==> config.mk <==
export PLATFORM = sky130hd
export DESIGN_NAME = div_issue_ctrl
export DESIGN_NICKNAME = d
export VERILOG_FILES = /design/src/rtl/div_issue_ctrl.sv
export SDC_FILE = /design/constraint.sdc
export NUM_CORES = 1
export LEC_CHECK = 0
export CAP_MARGIN = 20
export CELL_PAD_IN_SITES_DETAIL_PLACEMENT = 2
export CELL_PAD_IN_SITES_GLOBAL_PLACEMENT = 2
export CORE_ASPECT_RATIO = 0.8
export CORE_UTILIZATION = 29
export CTS_CLUSTER_SIZE = 28
export DETAILED_ROUTE_END_ITERATION = 12
export PLACE_DENSITY_LB_ADDON = 0.1
export SYNTH_ARGS = -nofsm -noshare
export SYNTH_HDL_FRONTEND = slang
export SYNTH_SLANG_ARGS = --single-unit
export TNS_END_PERCENT = 50
==> constraint.sdc <==
create_clock -name clk -period 3.3 [get_ports clk]
set_input_delay 0.66 -clock clk [delete_from_list [all_inputs] [get_ports clk]]
set_output_delay 0.66 -clock clk [all_outputs]
set_load 0.02 [all_outputs]
==> src/rtl/div_issue_ctrl.sv <==
// EX-stage issue controller for the iterative divider: registers operands,
// holds start for the whole operation, stalls the pipeline and captures HI/LO.
module div_issue_ctrl (
    input  logic        clk,
    input  logic        rst_n,
    input  logic        div_req_i,
    input  logic        div_sign_i,
    input  logic [31:0] op_a_i,
    input  logic [31:0] op_b_i,
    input  logic        flush_i,
    output logic [31:0] div_a_o,
    output logic [31:0] div_b_o,
    output logic        div_sign_o,
    output logic        div_start_o,
    output logic        div_clr_o,
    input  logic        div_busy_i,
    input  logic [63:0] div_result_i,
    output logic        stall_req_o,
    output logic        hilo_we_o,
    output logic [31:0] hi_o,
    output logic [31:0] lo_o
);

    typedef enum logic [1:0] {IDLE, RUN, DONE} state_e;

    state_e      state_q, state_d;
    logic [31:0] div_a_q, div_a_d;
    logic [31:0] div_b_q, div_b_d;
    logic        div_sign_q, div_sign_d;
    logic [31:0] hi_q, hi_d;
    logic [31:0] lo_q, lo_d;
    logic        accept;
    logic        capture;

    // Flush outranks both acceptance and capture.
    assign accept  = (state_q != RUN) && div_req_i && !flush_i;
    assign capture = (state_q == RUN) && !div_busy_i && !flush_i;

    // NOTE: sequential state uses non-blocking assignments so every flop samples pre-edge values.
    always_ff @(posedge clk or negedge rst_n) begin
        if (!rst_n) begin
            state_q <= IDLE;
        end else begin
            state_q <= state_d;
        end
    end

    always_comb begin
        // NOTE: default first so no path leaves state_d unassigned and infers a latch.
        state_d = state_q;
        unique case (state_q)
            IDLE, DONE: state_d = div_req_i ? RUN : IDLE;
            RUN:        state_d = div_busy_i ? RUN : DONE;
            default:    state_d = IDLE;
        endcase
        if (flush_i) begin
            state_d = IDLE;
        end
    end

    always_ff @(posedge clk or negedge rst_n) begin
        if (!rst_n) begin
            div_a_q    <= '0;
            div_b_q    <= '0;
            div_sign_q <= 1'b0;
            hi_q       <= '0;
            lo_q       <= '0;
        end else begin
            div_a_q    <= div_a_d;
            div_b_q    <= div_b_d;
            div_sign_q <= div_sign_d;
            hi_q       <= hi_d;
            lo_q       <= lo_d;
        end
    end

    always_comb begin
        div_a_d    = div_a_q;
        div_b_d    = div_b_q;
        div_sign_d = div_sign_q;
        hi_d       = hi_q;
        lo_d       = lo_q;
        if (accept) begin
            div_a_d    = op_a_i;
            div_b_d    = op_b_i;
            div_sign_d = div_sign_i;
        end
        if (capture) begin
            hi_d = div_result_i[63:32];
            lo_d = div_result_i[31:0];
        end
    end

    // Strobes are gated by rst_n so an asserted reset silences them immediately.
    always_comb begin
        div_start_o = (state_q == RUN) && !flush_i;
        div_clr_o   = flush_i && rst_n;
        stall_req_o = rst_n && !flush_i &&
                      (accept || ((state_q == RUN) && div_busy_i));
        hilo_we_o   = capture && rst_n;
        hi_o        = hilo_we_o ? div_result_i[63:32] : hi_q;
        lo_o        = hilo_we_o ? div_result_i[31:0]  : lo_q;
    end

    assign div_a_o    = div_a_q;
    assign div_b_o    = div_b_q;
    assign div_sign_o = div_sign_q;

endmodule
==> reports/results.tsv, run 1 <==
metric	value	unit
status	completed	
Final Hold Fails	0	
Via density	4.41	
Int Pwr	4.26	mW
I/O Pins	267	
Cell Area, Placed	0.00880	sq mm
Critical Path End Type	output pin	
first drt pass iteration count	4	
synth top area cells	dfrtp_1 56%, mux2_2 26%, mux2_4 10%	
Syn Std Cell Area	0.00585	sq mm
GRT overflow	0	
final instance area	0.00935	sq mm
CP arrival	2.55	ns
final setup violating endpoints	0	
Hold Crit Class	input port to async pin	
Routed Antenna Nets	0	
Tot Pwr	6.09	mW
area grow syn2layout	59.9	%
cell with the most instances after synthesis	mux2_2	
share of cells above drive strength 1	34.4	%
dpl hpwl	12.5	mm
clk_lat worst skew	0.41	ns
crit path kind	input port to output pin	
Post-synth top cells	136 x mux2_2, 131 x dfrtp_1, 40 x mux2_4	
die width	161	microns
CP required	2.64	ns
core area	0.0198	sq mm
sw power	1.83	mW
Leak	4.10	nW
nets@finish	766	
VDD IR max	0.260	mV
sequential share of power	35.6	%
Initial Util	29.5	%
highest clock rate	312	MHz
CTS Buf Count	17	
FF+latch count, synth	131	
Async SR Flop Fraction	100	%
die span in y	129	microns
clock slew at reported path FFs	0.05	ns
IO buf count	266	
Crit Path Max Fanout	15	
Synth Net Count	491	
max-cap violations	0	
unrepaired setup endpoints after global routing	false	
DR WL/cell	18.8	microns
Die ar.	0.0207	sq mm
slew margin rel.	41.8	%
EDFF count, synth	0	
Worst Setup Start Kind	input port	
diode count	0	
Synth area leader	dfrtp_1	
# H-tree levels	4	
GPL Wtd Cong	0.723	
drt drc	0	
PwrDens	651	mW/mm^2
final worst path period share	97.2	%
Filler cells	1931	
post-synth cell types	18	
Comb pwr share	33.3	%
largest net degree at the start of global routing	83	
skew final	0.00711	ns
synth warn	0	
Switching Fraction	30.0	%
first-pass GRT wire length	26.6	mm
Mapped Cells	357	
Seq/Total Area, Yosys	56.1	%
row count	46	
Total GRT Usage	16.9	%
routed wire length	17.1	mm
min Tclk post-route	3.21	ns
Yosys top cell area share	56.1	%
TritonCTS clock tree	done	
CTS Sinks	131	
vias in the first global route	4576	
Clock Power Share	31.1	%
drt initial violations	93	
clk buf depth	2	
top_reg_cell synth	dfrtp_1	
Mapped Avg Cell Area	16.4	sq um
DR vias	4009	
Root Driver	clkbuf_16	
final slew viol count	0	
Slew @ Worst Pin	0.873	ns
initial antenna violation count	0	
worst max-delay path, cell delays in order:
cell and delay [ns]:
clkdlybuf4s50_1 0.48, nor4b_4 0.38, nand2_4 0.12, buf_4 0.23, inv_1 0.08, clkdlybuf4s50_1 0.59
metal layers:
layer	GRT usage, %	wire (microns)	share of wire (%)	vias to the layer above
li1	-	-	-	1825
met4	5.11	198	1.2	0
met2	29.0	8690	51	148
met1	19.2	6660	39	2022
met5	0	0	0	-
met3	7.19	1550	9.1	14
power by group through the flow:
stage | clock network [mW] | logic (mW) | registers [mW]
finish | 1.89 | 2.03 | 2.17
global route | 2.04 | 2.15 | 2.22
CTS | 1.97 | 2.07 | 2.17
detailed placement | 0 | 2.21 | 2.20
global placement | 0 | 2.17 | 2.17
floorplan | 0 | 0.953 | 2.33
cells in the final DEF (no fill, tap or decap), types with 2 or more instances in the layout:
cell / netlist / final
mux2_2: 136 / 136
and2_1: 2 / 2
inv_6: 0 / 2
bufinv_16: 0 / 2
clkinv_2: 0 / 2
clkbuf_16: 0 / 17
clkbuf_8: 0 / 3
dlygate4sd2_1: 0 / 64
clkinvlp_4: 0 / 4
buf_12: 0 / 2
dfrtp_1: 131 / 131
mux2_4: 40 / 40
buf_4: 5 / 8
clkdlybuf4s50_1: 0 / 201
mux2_1: 17 / 17
layout make-up:
| type | instances | area (sq um) | area share (%) |
|---|---|---|---|
| Clock buffer | 21 | 470 | 5.03 |
| Multi-Input combinational cell | 204 | 2430 | 26.0 |
| Timing Repair Buffer | 277 | 2710 | 29.0 |
| Inverter | 1 | 3.75 | 0.0401 |
| Sequential cell | 131 | 3280 | 35.1 |
| Tap cell | 264 | 330 | 3.53 |
| Clock inverter | 11 | 126 | 1.35 |
registers in the layout (all words and copies together) (netlist names):
signal / count
lo_q: 32
div_b_o: 32
div_a_o: 32
hi_q: 32
div_sign_o: 1
state_q: 2
worst paths after layout:
check	start	endpoint	slack, ns	depth (start not counted)
min	rst_n	lo_q[4]	0.40	2
max reg2reg	state_q[1]	lo_q[8]	1.11	4
min in group clk	div_a_o[4]	div_a_o[4]	0.49	1
max in group asynchronous	rst_n	lo_q[11]	1.76	4
max	flush_i	hilo_we_o	0.09	6
min reg2reg	div_a_o[4]	div_a_o[4]	0.49	1
timing repair:
action,in CTS,in global routing
hold buffers,0,0
endpoints found under the setup margin,64,0
gates resized for setup,64,0
buffers inserted,1,0
cells by family (layout without fill, tap and decap cells):
| logic type | count (synthesis) | after routing | synth area share [%] |
|---|---|---|---|
| flip-flops | 131 | 131 | 56.1 |
| multiplexers | 193 | 193 | 39.7 |
| buffers and inverters | 22 | 310 | 2.61 |
| AO/OA/AOI/OAI | 2 | 2 | 0.214 |
| AND/OR/NAND/NOR | 9 | 9 | 1.37 |
metrics by stage:
step	hold slack [ns]	worst slack (ns)	cells	util (%)	setup TNS, ns
final	0.395	0.0934	909	47.2	0
after global routing	0.436	0.0194	909	47.2	0
after CTS	0.423	0.0769	908	47.1	0
after detailed placement	0.474	-0.132	875	44.4	-5.68
after global placement	0.468	-0.0803	875	44.4	-3.41
after floorplan	0.364	0.883	357	-	0
Power figures use the tool's default switching activity.
==> inputs of run 2 (changes only) <==
--- a/config.mk
+++ b/config.mk
@@ -5,13 +5,15 @@
 export SDC_FILE = /design/constraint.sdc
 export NUM_CORES = 1
 export LEC_CHECK = 0
+export ABC_AREA = 1
 export CAP_MARGIN = 20
 export CELL_PAD_IN_SITES_DETAIL_PLACEMENT = 2
 export CELL_PAD_IN_SITES_GLOBAL_PLACEMENT = 2
 export CORE_ASPECT_RATIO = 0.8
-export CORE_UTILIZATION = 29
+export CORE_UTILIZATION = 24
 export CTS_CLUSTER_SIZE = 28
 export DETAILED_ROUTE_END_ITERATION = 12
+export GPL_TIMING_DRIVEN = 0
 export PLACE_DENSITY_LB_ADDON = 0.1
 export SYNTH_ARGS = -nofsm -noshare
 export SYNTH_HDL_FRONTEND = slang
==> run 2 against run 1 <==
Against the previous run:
- power fell by 0.89%
- sequential power fell by 2%
- global-route usage rose by 2.9 points
- first-iteration DRC count rose to 3.5 times the previous value
- maximum frequency rose by 0.53%
- hold slack got worse by 0.30 ns
- clock-buffer cell count did not move
- worst setup slack improved by 0.017 ns
- clock skew rose by 0.0026 ns
- largest power group unchanged
==> reports/results.tsv, run 2 <==
metric	value	unit	change
Clock Power Share	30.7	%	was 31.1%
drt initial violations	324		was 93
skew final	0.00967	ns	was 0.00711 ns
vias in the first global route	7153		was 4,576
Yosys top cell area share	53.3	%	was 56.1%
# H-tree levels	4		unchanged
Worst Setup Start Kind	input port		unchanged
nets@finish	1214		was 766
VDD IR max	0.313	mV	was 0.260 mV
CP peak stage delay	0.60	ns	was 0.59 ns
min Tclk post-route	3.19	ns	was 3.21 ns
Async SR Flop Fraction	100	%	unchanged
largest net degree at the start of global routing	59		was 83
Root Driver	clkbuf_16		unchanged
highest clock rate	314	MHz	was 312 MHz
dpl hpwl	17.7	mm	was 12.5 mm
most frequent cells in the layout	454 x nand2_1, 210 x clkdlybuf4s50_1, 131 x dfrtp_1, 65 x nand4_1, 65 x nand3_1		was 201 x clkdlybuf4s50_1, 136 x mux2_2, 131 x dfrtp_1, 64 x dlygate4sd2_1, 40 x mux2_4
TritonCTS clock tree	done		unchanged
CP delay by family, top	buffers and inverters		unchanged
Synth area leader	dfrtp_1		unchanged
core area	0.0252	sq mm	was 0.0198 sq mm
Final Util	39.8	%	was 47.2%
clock slew at reported path FFs	0.06	ns	was 0.05 ns
Comb pwr share	34.1	%	was 33.3%
final worst path period share	96.7	%	was 97.2%
unrepaired setup endpoints after global routing	false		unchanged
row count	52		was 46
Total GRT Usage	19.8	%	was 16.9%
sw power	2.04	mW	was 1.83 mW
final slew viol count	0		unchanged
first drt pass iteration count	4		unchanged
Die ar.	0.0263	sq mm	was 0.0207 sq mm
CP bufs+invs	5		was 4
Via density	4.60		was 4.41
post-synth cell types	16		was 18
GPL Wtd Cong	0.739		was 0.723
multi-input logic area	0.00249	sq mm	was 0.00243 sq mm
cell with the most instances after synthesis	nand2_1		was mux2_2
most common cell after layout, fill and taps aside	nand2_1		was clkdlybuf4s50_1
Tot Pwr	6.03	mW	was 6.09 mW
share of cells above drive strength 1	8.97	%	was 34.4%
CTS Buf Count	17		unchanged
die span in y	145	microns	was 129 microns
Filler cells	2873		was 1,931
drt drc	0		unchanged
Syn Std Cell Area	0.00615	sq mm	was 0.00585 sq mm
GRT overflow	0		unchanged
Slowest-stage cell, CP	clkdlybuf4s50_1		unchanged
IO buf count	266		unchanged
max-cap violations	0		unchanged
Critical Path End Type	output pin		unchanged
CTS Sinks	131		unchanged
Cell Area, Placed	0.00925	sq mm	was 0.00880 sq mm
die width	181	microns	was 161 microns
status	completed		unchanged
Hold Crit Class	input port to async pin		unchanged
Setup Buffers After CTS	0		was 1
clk_lat worst skew	0.42	ns	was 0.41 ns
CP arrival	2.53	ns	was 2.55 ns
routed wire length	25.2	mm	was 17.1 mm
Slew @ Worst Pin	0.500	ns	was 0.873 ns
PwrDens	601	mW/mm^2	was 651 mW/mm^2
top_reg_cell synth	dfrtp_1		unchanged
Crit Path Max Fanout	10		was 15
Final Hold Fails	0		unchanged
crit path kind	input port to output pin		unchanged
final setup violating endpoints	0		unchanged
Int Pwr	3.99	mW	was 4.26 mW
initial antenna violation count	2		was 0
DR WL/cell	17.7	microns	was 18.8 microns
Mapped Cells	792		was 357
Initial Util	24.4	%	was 29.5%
synth top area cells	dfrtp_1 53%, nand2_1 28%, nand4_1 6.6%		was dfrtp_1 56%, mux2_2 26%, mux2_4 10%
Mapped Avg Cell Area	7.77	sq um	was 16.4 sq um
EDFF count, synth	0		unchanged
DR vias	6531		was 4,009
Reg area	0.00328	sq mm	unchanged
area grow syn2layout	63.2	%	was 59.9%
Synth Net Count	926		was 491
slew margin rel.	66.7	%	was 41.8%
Non-Filler Instances	1419		was 909
Switching Fraction	33.9	%	was 30.0%
first-pass GRT wire length	40.1	mm	was 26.6 mm
Post-synth top cells	454 x nand2_1, 131 x dfrtp_1, 65 x nand3_1, 65 x nand4_1, 28 x buf_2		was 136 x mux2_2, 131 x dfrtp_1, 40 x mux2_4
cells along the critical path	clkdlybuf4s50_1 > inv_1 > buf_4 > clkbuf_4 > nand4_1 > nand2_1 > clkdlybuf4s50_1		was clkdlybuf4s50_1 > nor4b_4 > nand2_4 > buf_4 > inv_1 > clkdlybuf4s50_1
Seq/Total Area, Yosys	53.3	%	was 56.1%
clk buf depth	2		unchanged
Leak	5.57	nW	was 4.10 nW
final instance area	0.0100	sq mm	was 0.00935 sq mm
placed insts	1383		was 875
synth warn	0		unchanged
I/O Pins	267		unchanged
FF+latch count, synth	131		unchanged
setup_tns	0	ns	unchanged
Routed Antenna Nets	0		unchanged
sequential share of power	35.3	%	was 35.6%
CP required	2.64	ns	about the same
most frequent cell on the critical path	clkdlybuf4s50_1		unchanged
hold_buf cts	0		unchanged
[run 2: cell types whose count changed after synthesis, sizes merged, moves of 3 or more]
cell    previous run  this run
nand3              0        65
mux2             193         0
inv                1         7
nand2              1       457
clkbuf             0         4
buf               21        58
nand4              0        65
nor2               0         3
[run 2: kinds of logic after synthesis]
kind of cell | count (synthesis) | share of synthesized area [%]
buf+inv | 69 | 6.18
flops | 131 | 53.3
simple gates | 591 | 40.4
compound gates | 1 | 0.122
[run 2: final timing paths]
kind,from,endpoint,slack (ns),cells after the start
worst max-delay path,div_busy_i,hi_o[10],0.11,7
worst min-delay path,rst_n,lo_q[9],0.1,1
min in group clk,div_b_o[27],div_b_o[27],0.47,2
max in group asynchronous,rst_n,hi_q[8],2.49,2
worst min register to register,div_b_o[27],div_b_o[27],0.47,2
worst max register to register,state_q[1],lo_q[28],1.86,7
[run 2: through the flow]
stage	hold WS [ns]	setup WS [ns]
2_1_floorplan	0.364	1.08
6_report	0.0968	0.110
4_1_cts	0.102	0.0102
5_1_grt	0.0938	0.00304
3_3_place_gp	0.453	-5.87
3_5_place_dp	0.461	-0.794
[run 2: worst register-to-register path: stages (launching register included)]
cell and delay [ns]:
dfrtp_1 0.38, inv_1 0.07, nand2_2 0.12, nor3_2 0.15, buf_4 0.22, buf_2 0.28
nand2_1 0.10, nand2_1 0.06
[run 2: power by group through the flow]
stage / Sequential [mW] / Combinational, mW / Clock [mW]
6_report: 2.13 / 2.05 / 1.85
5_1_grt: 2.17 / 2.23 / 1.98
4_1_cts: 2.13 / 2.13 / 1.91
3_5_place_dp: 2.15 / 2.11 / 0
3_3_place_gp: 2.14 / 2.07 / 0
2_1_floorplan: 2.29 / 0.820 / 0
[run 2: layout make-up]
| type | instances | share of cell area (%) |
|---|---|---|
| Antenna cell | 2 | 0.0499 |
| Buffer | 62 | 3.80 |
| Clock buffer | 21 | 4.39 |
| Clock inverter | 11 | 1.12 |
| Inverter | 7 | 0.262 |
| Multi-Input combinational cell | 592 | 24.8 |
| Sequential cell | 131 | 32.7 |
| Tap cell | 324 | 4.04 |
| Timing Repair Buffer | 269 | 28.8 |
[run 2: routing by layer]
metal / up-vias / GRT usage (%) / wire, microns
li1: 3112 / - / -
met1: 3224 / 26.6 / 11600
met2: 176 / 30.8 / 11400
met3: 19 / 6.10 / 1820
met4: 0 / 5.38 / 292
met5: - / 0 / 0
[run 2: timing repair]
action	CTS	global route
hold endpoints to repair	0	0
endpoints found under the setup margin	67	57
resized for setup	17	59
gates cloned	2	0
==> inputs of run 3 (changes only) <==
--- a/config.mk
+++ b/config.mk
@@ -15,6 +15,7 @@
 export DETAILED_ROUTE_END_ITERATION = 12
 export GPL_TIMING_DRIVEN = 0
 export PLACE_DENSITY_LB_ADDON = 0.1
+export RECOVER_POWER = 100
 export SYNTH_ARGS = -nofsm -noshare
 export SYNTH_HDL_FRONTEND = slang
 export SYNTH_SLANG_ARGS = --single-unit
==> run 3 against run 2 <==
Against the previous run:
- largest power group unchanged
- worst setup slack better by 0.027 ns
- routed wire length up 0.15%
- non-clock buffer count unchanged
- largest cell class unchanged
- clock-buffer cell count unchanged
- highest routed layer unchanged
- sequential power about the same
- the run now ends with capacitance limit, slew limit left
==> reports/results.tsv, run 3 (synthesized netlist as in run 2, its figures left out) <==
metric	value	unit	change
PwrDens	610	mW/mm^2	was 601 mW/mm^2
Hold Crit Class	input port to async pin		unchanged
setup_tns	0	ns	unchanged
Final Hold Fails	0		unchanged
final setup margin	0.137	ns	was 0.110 ns
drt initial violations	354		was 324
final setup violating endpoints	0		unchanged
# H-tree levels	4		unchanged
first-pass GRT wire length	40.1	mm	unchanged
skew final	0.00980	ns	was 0.00967 ns
CTS Sinks	131		unchanged
Slew @ Worst Pin	2.19	ns	was 0.500 ns
slew margin rel.	-46.0	%	was 66.7%
most common cell after layout, fill and taps aside	nand2_1		unchanged
first drt pass iteration count	4		unchanged
dpl hpwl	17.7	mm	unchanged
max-cap violations	1		was 0
nets@finish	1214		unchanged
Root Driver	clkbuf_16		unchanged
Initial Util	24.4	%	unchanged
status	complete, but fails checks		was completed
DR vias	6552		was 6,531
vias in the first global route	7153		unchanged
most frequent cells in the layout	455 x nand2_1, 140 x clkdlybuf4s50_1, 131 x dfrtp_1, 70 x dlygate4sd3_1, 68 x clkbuf_1		was 454 x nand2_1, 210 x clkdlybuf4s50_1, 131 x dfrtp_1, 65 x nand4_1, 65 x nand3_1
GPL Wtd Cong	0.739		unchanged
Routed Antenna Nets	0		unchanged
IO buf count	266		unchanged
clk buf depth	2		unchanged
Filler cells	2934		was 2,873
GRT overflow	0		unchanged
final worst path period share	95.8	%	was 96.7%
Worst Setup Start Kind	input port		unchanged
drt drc	0		unchanged
CP required	2.64	ns	about the same
Critical Path End Type	output pin		unchanged
Die ar.	0.0263	sq mm	unchanged
share of cells above drive strength 1	7.32	%	was 8.97%
area grow syn2layout	54.7	%	was 63.2%
Via density	4.62		was 4.60
core area	0.0252	sq mm	unchanged
TritonCTS clock tree	done		unchanged
worst hold margin	0.0971	ns	was 0.0968 ns
die width	181	microns	unchanged
min Tclk post-route	3.16	ns	was 3.19 ns
crit path kind	input port to output pin		unchanged
final slew viol count	41		was 0
highest clock rate	316	MHz	was 314 MHz
hold_buf cts	0		unchanged
routed wire length	25.2	mm	about the same
clock slew at reported path FFs	0.06	ns	about the same
Crit Path Max Fanout	10		unchanged
largest net degree at the start of global routing	59		unchanged
Place WS	-0.794	ns	unchanged
CTS Buf Count	17		unchanged
I/O Pins	267		unchanged
initial antenna violation count	2		unchanged
DR WL/cell	17.8	microns	was 17.7 microns
Total GRT Usage	19.8	%	unchanged
Leak	4.82	nW	was 5.57 nW
failing checks	capacitance limit, slew limit		
die span in y	145	microns	unchanged
CP arrival	2.50	ns	was 2.53 ns
clk_lat worst skew	0.42	ns	about the same
VDD IR max	0.312	mV	was 0.313 mV
unrepaired setup endpoints after global routing	false		unchanged
Setup Buffers After CTS	0		unchanged
row count	52		unchanged
==> run 3: through the flow <==
stage	cell area [sq um]	cells	total power, mW	util, %
after floorplan	6150	792	3.11	-
after global placement	9220	1382	4.22	36.5
after detailed placement	9250	1383	4.26	36.6
after CTS	9890	1417	6.17	39.2
after global routing	9510	1418	6.15	37.7
final	9520	1419	5.80	37.7
==> run 3: worst max-delay path, stage by stage <==
cell and delay (ns):
clkdlybuf4s50_1 0.45, inv_1 0.12, buf_4 0.21, clkbuf_4 0.25
nand4_1 0.10, nand2_1 0.10, clkdlybuf4s50_1 0.60
==> run 3: final cells by class <==
cell class	count	area, sq um	area share, %
inverter	7	26.3	0.276
clock buffer	21	440	4.63
tap	324	405	4.26
multi-input combinational	592	2490	26.1
clock inverter	11	113	1.18
sequential	131	3280	34.5
antenna	2	5.00	0.0526
timing repair buffer	269	2410	25.4
buffer	62	347	3.64
==> run 3: worst paths after layout <==
path / end / depth (start not counted) / from / slack [ns]
worst max-delay path: hi_o[10] / 7 / div_busy_i / 0.14
worst min-delay path: lo_q[9] / 1 / rst_n / 0.1
worst max register to register: lo_q[28] / 7 / state_q[1] / 1.30
worst min register to register: div_b_o[27] / 2 / div_b_o[27] / 0.46
max in group asynchronous: hi_q[8] / 2 / rst_n / 0.61
min in group clk: div_b_o[27] / 2 / div_b_o[27] / 0.46
==> run 3: repair_timing <==
action,in CTS,in global routing
gates cloned,2,0
gates resized for setup,17,59
setup endpoints to repair,67,57
==> run 3: layer usage <==
layer  global-route usage, %  vias to the layer above  wire (microns)
met2                    30.8                      178           11500
li1                        -                     3111               -
met1                    26.6                     3244           11800
met4                    5.38                        0             293
met3                    6.10                       19            1630
met5                       0                        -               0
==> run 3: where the power goes <==
part           internal (mW)  total [mW]  switching (mW)
registers               1.94        2.12           0.178
clock network           1.10        1.85           0.747
logic                  0.707        1.83            1.12
total                   3.76        5.80            2.05
